<file path="src/rtl/i281_loader_pkg.sv">
// Shared types and widths for the i281 BIOS loader.
package i281_loader_pkg;

  localparam int unsigned CM_ADDR_W  = 6;
  localparam int unsigned CM_WORD_W  = 16;
  localparam int unsigned CM_COUNT_W = 7;

  typedef enum logic [1:0] {
    IDLE  = 2'd0,
    ARMED = 2'd1,
    WRITE = 2'd2,
    RUN   = 2'd3
  } loader_state_t;

endpackage

</file>
<file path="src/rtl/i281_bios_loader_key_debouncer.sv">
// Push-button conditioner: 2-flop synchroniser, stability counter and a
// registered one-cycle press pulse on the accepted level's rising edge.
module key_debouncer #(
  parameter int unsigned DEBOUNCE_CYCLES = 16
) (
  input  logic clk,
  input  logic rst_n,
  input  logic key_raw,
  output logic press
);

  localparam int unsigned CNT_W = $clog2(DEBOUNCE_CYCLES);

  logic [1:0]       sync_q;
  logic [CNT_W-1:0] cnt_q;
  logic             level_q;
  logic             level_prev_q;
  logic             press_q;

  // Level flips only after DEBOUNCE_CYCLES consecutive differing samples.
  always_ff @(posedge clk or negedge rst_n) begin
    if (!rst_n) begin
      sync_q       <= '0;
      cnt_q        <= '0;
      level_q      <= 1'b0;
      level_prev_q <= 1'b0;
      press_q      <= 1'b0;
    end else begin
      sync_q <= {sync_q[0], key_raw};
      if (sync_q[1] != level_q) begin
        if (cnt_q == CNT_W'(DEBOUNCE_CYCLES - 1)) begin
          level_q <= sync_q[1];
          cnt_q   <= '0;
        end else begin
          cnt_q <= cnt_q + CNT_W'(1);
        end
      end else begin
        cnt_q <= '0;
      end
      level_prev_q <= level_q;
      press_q      <= level_q & ~level_prev_q;
    end
  end

  assign press = press_q;

endmodule

</file>
<file path="src/rtl/i281_bios_loader.sv">
// Code-memory loader for the i281 CPU: writes one switch word per load press
// and holds the CPU in reset until a run press or a full memory.
module i281_bios_loader
  import i281_loader_pkg::*;
#(
  parameter int unsigned CM_DEPTH        = 64,
  parameter int unsigned DEBOUNCE_CYCLES = 16
) (
  input  logic                  clk,
  input  logic                  rst_n,
  input  logic [CM_WORD_W-1:0]  switches,
  input  logic                  load_key,
  input  logic                  run_key,
  output logic                  cm_write_en,
  output logic [CM_ADDR_W-1:0]  cm_write_sel,
  output logic [CM_WORD_W-1:0]  cm_data,
  output logic                  cpu_reset_n,
  output logic [CM_COUNT_W-1:0] words_loaded,
  output logic [1:0]            loader_state
);

  localparam logic [CM_ADDR_W-1:0] LAST_ADDR = CM_ADDR_W'(CM_DEPTH - 1);

  logic load_press;
  logic run_press;

  loader_state_t         state_q, state_d;
  logic [CM_ADDR_W-1:0]  addr_q, addr_d;
  logic [CM_COUNT_W-1:0] words_q, words_d;
  logic [CM_ADDR_W-1:0]  sel_q, sel_d;
  logic [CM_WORD_W-1:0]  data_q, data_d;
  logic                  we_q, we_d;
  logic                  cpu_rn_q, cpu_rn_d;

  key_debouncer #(.DEBOUNCE_CYCLES(DEBOUNCE_CYCLES)) u_load_key (
    .clk     (clk),
    .rst_n   (rst_n),
    .key_raw (load_key),
    .press   (load_press)
  );

  key_debouncer #(.DEBOUNCE_CYCLES(DEBOUNCE_CYCLES)) u_run_key (
    .clk     (clk),
    .rst_n   (rst_n),
    .key_raw (run_key),
    .press   (run_press)
  );

  always_ff @(posedge clk or negedge rst_n) begin
    if (!rst_n) begin
      state_q  <= IDLE;
      addr_q   <= '0;
      words_q  <= '0;
      sel_q    <= '0;
      data_q   <= '0;
      we_q     <= 1'b0;
      cpu_rn_q <= 1'b0;
    end else begin
      state_q  <= state_d;
      addr_q   <= addr_d;
      words_q  <= words_d;
      sel_q    <= sel_d;
      data_q   <= data_d;
      we_q     <= we_d;
      cpu_rn_q <= cpu_rn_d;
    end
  end

  // Run wins over load; presses during WRITE are not looked at.
  always_comb begin
    state_d = state_q;
    unique case (state_q)
      IDLE: begin
        if (run_press)       state_d = RUN;
        else if (load_press) state_d = ARMED;
      end
      ARMED: begin
        if (run_press)       state_d = RUN;
        else if (load_press) state_d = WRITE;
      end
      WRITE: begin
        state_d = (addr_q == LAST_ADDR) ? RUN : ARMED;
      end
      RUN: begin
        if (load_press)      state_d = ARMED;
      end
      default: state_d = IDLE;
    endcase
  end

  // Next values for the registered outputs, keyed on the transition taken.
  always_comb begin
    addr_d   = addr_q;
    words_d  = words_q;
    sel_d    = sel_q;
    data_d   = data_q;
    we_d     = (state_d == WRITE);
    cpu_rn_d = (state_d == RUN);

    if ((state_q == IDLE || state_q == RUN) && state_d == ARMED) begin
      addr_d  = '0;
      words_d = '0;
    end

    if (state_d == WRITE) begin
      sel_d  = addr_q;
      data_d = switches;
    end

    // The last address is held so the pointer never wraps.
    if (state_q == WRITE) begin
      words_d = words_q + CM_COUNT_W'(1);
      if (addr_q != LAST_ADDR) addr_d = addr_q + CM_ADDR_W'(1);
    end
  end

  assign cm_write_en  = we_q;
  assign cm_write_sel = sel_q;
  assign cm_data      = data_q;
  assign cpu_reset_n  = cpu_rn_q;
  assign words_loaded = words_q;
  assign loader_state = 2'(state_q);

endmodule

</file>
<file path="config.mk">
export PLATFORM = sky130hd
export DESIGN_NAME = i281_bios_loader
export DESIGN_NICKNAME = d
export VERILOG_FILES = /design/src/rtl/i281_loader_pkg.sv /design/src/rtl/i281_bios_loader_key_debouncer.sv /design/src/rtl/i281_bios_loader.sv
export SDC_FILE = /design/constraint.sdc
export NUM_CORES = 1
export LEC_CHECK = 0
export ABC_AREA = 1
export CAP_MARGIN = 20
export CORE_MARGIN = 2
export CORE_UTILIZATION = 54
export DETAILED_ROUTE_END_ITERATION = 8
export GPL_TIMING_DRIVEN = 1
export PLACE_DENSITY = 0.83
export SETUP_SLACK_MARGIN = 0.2
export SLEW_MARGIN = 20
export SYNTH_ARGS = -nofsm -noshare
export SYNTH_HDL_FRONTEND = slang
export SYNTH_SLANG_ARGS = --single-unit
</file>
<file path="constraint.sdc">
create_clock -name clk -period 4.69 [get_ports clk]
set_input_delay 1.407 -clock clk [delete_from_list [all_inputs] [get_ports clk]]
set_output_delay 1.407 -clock clk [all_outputs]
set_load 0.005 [all_outputs]
</file>
-- Word-level counts from Yosys, hierarchy flattened
Cells that the tools add are included.
- output and inout port bits: 33
- bits in latches: 0
- input port bits: 20
- logic and storage cells: 58
- bits in writable memories: 0
- memories kept: 0
- memory bits (read-only): 0
- register bits after elaboration: 57
- reductions and logical operators: 6
- multipliers: 0
- shift-type cells: 0
- equal/unequal tests: 12
- muxes and demuxes: 15
- $add $sub $neg: 4
- bitwise operators: 4
- $lt $le $gt $ge: 0
- divide/modulo/power cells: 0
- operators with widths (kind ; number):
    two-way mux 6 bit ; 3
    two-way mux 4 bit ; 4
    two-way mux 7 bit ; 2
    two-way mux 2 bit ; 5
    adder 4 x 1 -> 4 bit, second input constant ; 2
    equality test 2 bit, second input constant ; 4
    equality test 4 bit, second input constant ; 2
    case mux 2 bit (4 select lines) ; 1
    adder 7 x 1 -> 7 bit, second input constant ; 1
    adder 6 x 1 -> 6 bit, second input constant ; 1
    equality test 6 bit, second input constant ; 1
    inequality test 6 bit, second input constant ; 1
    equality test 2 x 1 -> 1 bit, second input constant ; 2
    AND reduction 2 bit ; 2
    AND 1 bit ; 2
    zero test 2 bit ; 1
    inequality test 1 bit ; 2
    inverter 1 bit ; 2
    nonzero test 2 bit ; 1
    logical AND 1 bit ; 1
    logical OR 1 bit ; 1

-- Depth between registers and ports, before layout
- depth after elaboration: 8
- gate-level depth with buffers: 13
- gate-level depth less buffers: 12

-- By module
Synthesis repeated with hierarchy kept, for this count alone.
- cell total of the unflattened synthesis: 273
- area, all modules: 2464.9 um^2
- by module, submodules not included (module ; area each (um^2) ; cells each ; instances ; sequential area each (um^2)):
    i281_bios_loader ; 1781.7 ; 211 ; 1 ; 975.9
    key_debouncer ; 341.6 ; 31 ; 2 ; 225.2

-- Worst setup path before layout
OpenSTA, ideal clock, no wires.
- path type: register to output
- start: register state_q[0] (netlist: loader_state[0])
- end: output loader_state[0]
- cell stages (with the launch flop): 1
- slack: 2874 ps
- arrival time: 409 ps
- cell sequence: dfrtp_1
- RTL lines (item ; line ; text):
    start, declared ; i281_bios_loader.sv:27 ; loader_state_t state_q, state_d;
    start signal, assigned ; i281_bios_loader.sv:59 ; state_q <= state_d;
    end, declared ; i281_bios_loader.sv:19 ; output logic [1:0] loader_state
No word-level cell between the ends.

-- Worst setup path in the final report
- start: register state_q[0] (netlist: loader_state[0])
- end: output loader_state[0]
No word-level cell between the ends.

==> impl_metrics.json <==
{
  "met1_wire_length_um": 1970,
  "seq_cell_area_um2": 1430,
  "cts-resized-gates": 0,
  "fp.dieH_um": 72.2,
  "worstReg2RegStart": "loader_state[0]$_DFF_PN0_",
  "worst_hold_path_type": "reg -> reg",
  "postSynthAreaPerCell_um2": 9.55,
  "post_route_cells_drive_above_1_share_pct": 11.0,
  "yosys_warnings": 0,
  "routabilityCongestion": 0.789,
  "syn-num-nets": 292,
  "grt_overflow": 0,
  "antenna_cells": 0,
  "post-synth-top-area-fraction_pct": 56.8,
  "whs_endpoint": "u_run_key.sync_q[1]$_DFF_PN0_",
  "synth-xor-area-share_pct": 3.14,
  "class_of_the_most_critical_setup_path": "reg -> out",
  "netlist_top_cells_count": "sky130_fd_sc_hd__nand2_1 (84), sky130_fd_sc_hd__dfrtp_1 (57), sky130_fd_sc_hd__inv_1 (23), sky130_fd_sc_hd__nor2_1 (23), sky130_fd_sc_hd__nand3_1 (17)",
  "muxShareOfSynthArea_pct": 0,
  "core_area_um2": 4410,
  "hold_path.startpoint": "u_run_key.sync_q[0]$_DFF_PN0_",
  "synthesis.area_um2": 2510,
  "clock_sinks": 57,
  "io_buffer_count": 52,
  "grt_start_max_net_pins": 31,
  "vias": 1875,
  "worst_reg2reg_path_depth": 8,
  "yosys.cell_count.top_type": "sky130_fd_sc_hd__nand2_1",
  "outcome": "completed",
  "worst_max_slew_margin_expressed_relative_to_the_limit_pct": 57.3,
  "fin_hold_ws_ns": 0.349,
  "clk_pin_slew_ns": 0.07,
  "critical_path_peak_fanout": 6,
  "final_period_minus_worst_setup_slack_ns": 2.69,
  "timing.critical_path.required_ns": 3.28,
  "maxCapViolations": 0,
  "clock_tree.htree_level_count": 3,
  "fin_skew_ns": 0.00902,
  "route.met3.wl_um": 284,
  "multi_input_gate_area_um2": 923,
  "final_util_pct": 73.9,
  "detail_route.iter0.violations": 100,
  "final_cells": 379,
  "drtPass1Iterations": 4,
  "rsz0062_at_grt": "false",
  "synth_cell_types": 27,
  "avgViaCountPerCell": 4.95,
  "ant_nets": 0,
  "synth_enable_flop_cells": 0,
  "fin_ws_ns": 2.00,
  "tightestPinTransition_ns": 0.641,
  "levels_on_crit_path": 1,
  "topRoutingLayerUsed": "met4",
  "timing_hold_violations_final": 0,
  "die_width_um": 72.2,
  "critical_path.top_delay_family": "buffers and inverters",
  "regToRegEndpoint": "addr_q[3]$_DFF_PN0_",
  "adder_and_majority_cell_fraction_of_the_synthesized_area_pct": 4.48,
  "synthCells": 263,
  "clock_path_buffers": 2,
  "synth.top_cells.by_area": "sky130_fd_sc_hd__dfrtp_1 (57%), sky130_fd_sc_hd__nand2_1 (13%), sky130_fd_sc_hd__ha_1 (4.5%)",
  "antenna_found_initial": 0,
  "crit_slowest_cell": "sky130_fd_sc_hd__clkdlybuf4s50_1",
  "min_period_over_period_pct": 57.3,
  "fmax_ghz": 0.372,
  "wirelength_routed_um": 4730,
  "power.leakage_nw": 1.64,
  "track_usage_pct": 21.6,
  "finalSetupTns_ns": 0,
  "postSynth.asyncResetShare_pct": 100,
  "min_delay_path_depth": 0,
  "synth-simple-area-share_pct": 24.2,
  "cts_hold_buffers": 0,
  "numPlacedInstances": 364,
  "remaining_drc_errors": 0,
  "grt_pass1_wl_um": 8310,
  "ioPinCount": 53,
  "synth-compound-area-share_pct": 4.98,
  "synth.largest_area_cell": "sky130_fd_sc_hd__dfrtp_1",
  "critical_path.max_stage_delay_ns": 0.53,
  "synth_seq_area_share_pct": 56.8,
  "placedInstanceArea_um2": 3050,
  "cts_made_buffers": 9,
  "site_rows": 24,
  "worstSetupEndpointType": "output pin",
  "first_global_vias": 1859,
  "finalSetupViolations": 0,
  "dp_hpwl_um": 3290,
  "cts_setup_buffers": 0,
  "met2_wire_len_um": 2410,
  "clk_latency_ns": 0.33,
  "layout.nets": 352,
  "final_layout_fill_cell_count": 315,
  "dominantRegCellSynth": "sky130_fd_sc_hd__dfrtp_1",
  "critical_path.cell_chain": "clkdlybuf4s50_1",
  "cp_num_buf_inv": 1,
  "p_per_area_nw_per_um2": 616,
  "design_area_um2": 3260,
  "arrival_ns": 1.28,
  "worst_setup_slack_before_clock_tree_synthesis_ns": 2.35,
  "synth_top_family_by_area": "simple AND/OR/NAND/NOR gates",
  "synthToLayoutAreaGrowth_pct": 29.9,
  "totalPowerFinal_mw": 2.01,
  "start_kind": "register",
  "reg2reg_slack_ns": 2.63,
  "cts_tree": "built",
  "dieArea_um2": 5210,
  "floorplan.initialDensity_pct": 56.9,
  "synth_seq_cells": 57,
  "timing_max_transition_violations_final": 0,
  "post_drt_wl_per_cell_um": 12.5,
  "clockRootBuffer": "sky130_fd_sc_hd__clkbuf_8",
  "vdd_drop_max_uv": 361
}
-- how the worst max path moves through the flow --
stage / startpoint / to / slack (ns)
floorplan: loader_state[0]$_DFF_PN0_ / loader_state[0] / 2.87
global placement: loader_state[0]$_DFF_PN0_ / loader_state[0] / 2.36
detailed placement: loader_state[0]$_DFF_PN0_ / loader_state[0] / 2.35
CTS: loader_state[0]$_DFF_PN0_ / loader_state[0] / 1.98
global route: loader_state[0]$_DFF_PN0_ / loader_state[0] / 1.92
finish: loader_state[0]$_DFF_PN0_ / loader_state[0] / 2.00
-- registers in the layout, indices dropped and copies added (netlist names), 4 cells and up --
| register | flops |
|---|---|
| addr_q | 6 |
| cm_data | 16 |
| u_load_key.cnt_q | 4 |
| u_run_key.cnt_q | 4 |
| cm_write_sel | 6 |
| words_loaded | 7 |
-- cell usage in the layout, fill, tap and decap left out, types with 2 or more instances in the layout --
master | netlist | routed
sky130_fd_sc_hd__xnor2_1 | 4 | 4
sky130_fd_sc_hd__ha_1 | 9 | 9
sky130_fd_sc_hd__nand2_4 | 3 | 3
sky130_fd_sc_hd__o21ai_2 | 3 | 3
sky130_fd_sc_hd__o21bai_1 | 2 | 2
sky130_fd_sc_hd__xor2_1 | 5 | 5
sky130_fd_sc_hd__nand3_2 | 2 | 2
sky130_fd_sc_hd__nand2_1 | 84 | 84
sky130_fd_sc_hd__a21oi_1 | 5 | 5
sky130_fd_sc_hd__clkdlybuf4s50_1 | 0 | 51
sky130_fd_sc_hd__o21ai_0 | 9 | 9
sky130_fd_sc_hd__clkbuf_8 | 0 | 13
sky130_fd_sc_hd__nand3_1 | 17 | 17
sky130_fd_sc_hd__inv_2 | 2 | 2
sky130_fd_sc_hd__nor2_1 | 23 | 23
sky130_fd_sc_hd__inv_1 | 23 | 23
sky130_fd_sc_hd__nand2_2 | 3 | 3
sky130_fd_sc_hd__dfrtp_1 | 57 | 57
-- metal layers --
layer,vias to the layer above,GRT usage [%]
li1,935,-
met1,888,25.9
met2,48,33.7
met3,4,9.17
met4,0,10.7
met5,-,0
-- cells by family (layout without fill, tap and decap cells) --
group	count (synthesis)	count (layout)
AOI/OAI and AO/OA	21	21
xor gates and xnor gates	9	9
adders and majority gates	9	9
buffers and inverters	31	95
DFF	57	57
and+or+nand+nor	136	136
-- layout make-up --
cell class | count | share of cell area, %
Inverter | 27 | 3.41
Clock buffer | 13 | 5.48
Sequential cell | 57 | 43.7
Clock inverter | 2 | 1.07
Timing Repair Buffer | 53 | 16.0
Multi-Input combinational cell | 175 | 28.3
Tap cell | 52 | 1.99
-- where the power goes --
group / internal (mW) / switching [mW]
Clock: 0.299 / 0.179
Combinational: 0.362 / 0.465
Sequential: 0.622 / 0.0854
Note: power is estimated with default switching activity, not from simulation.
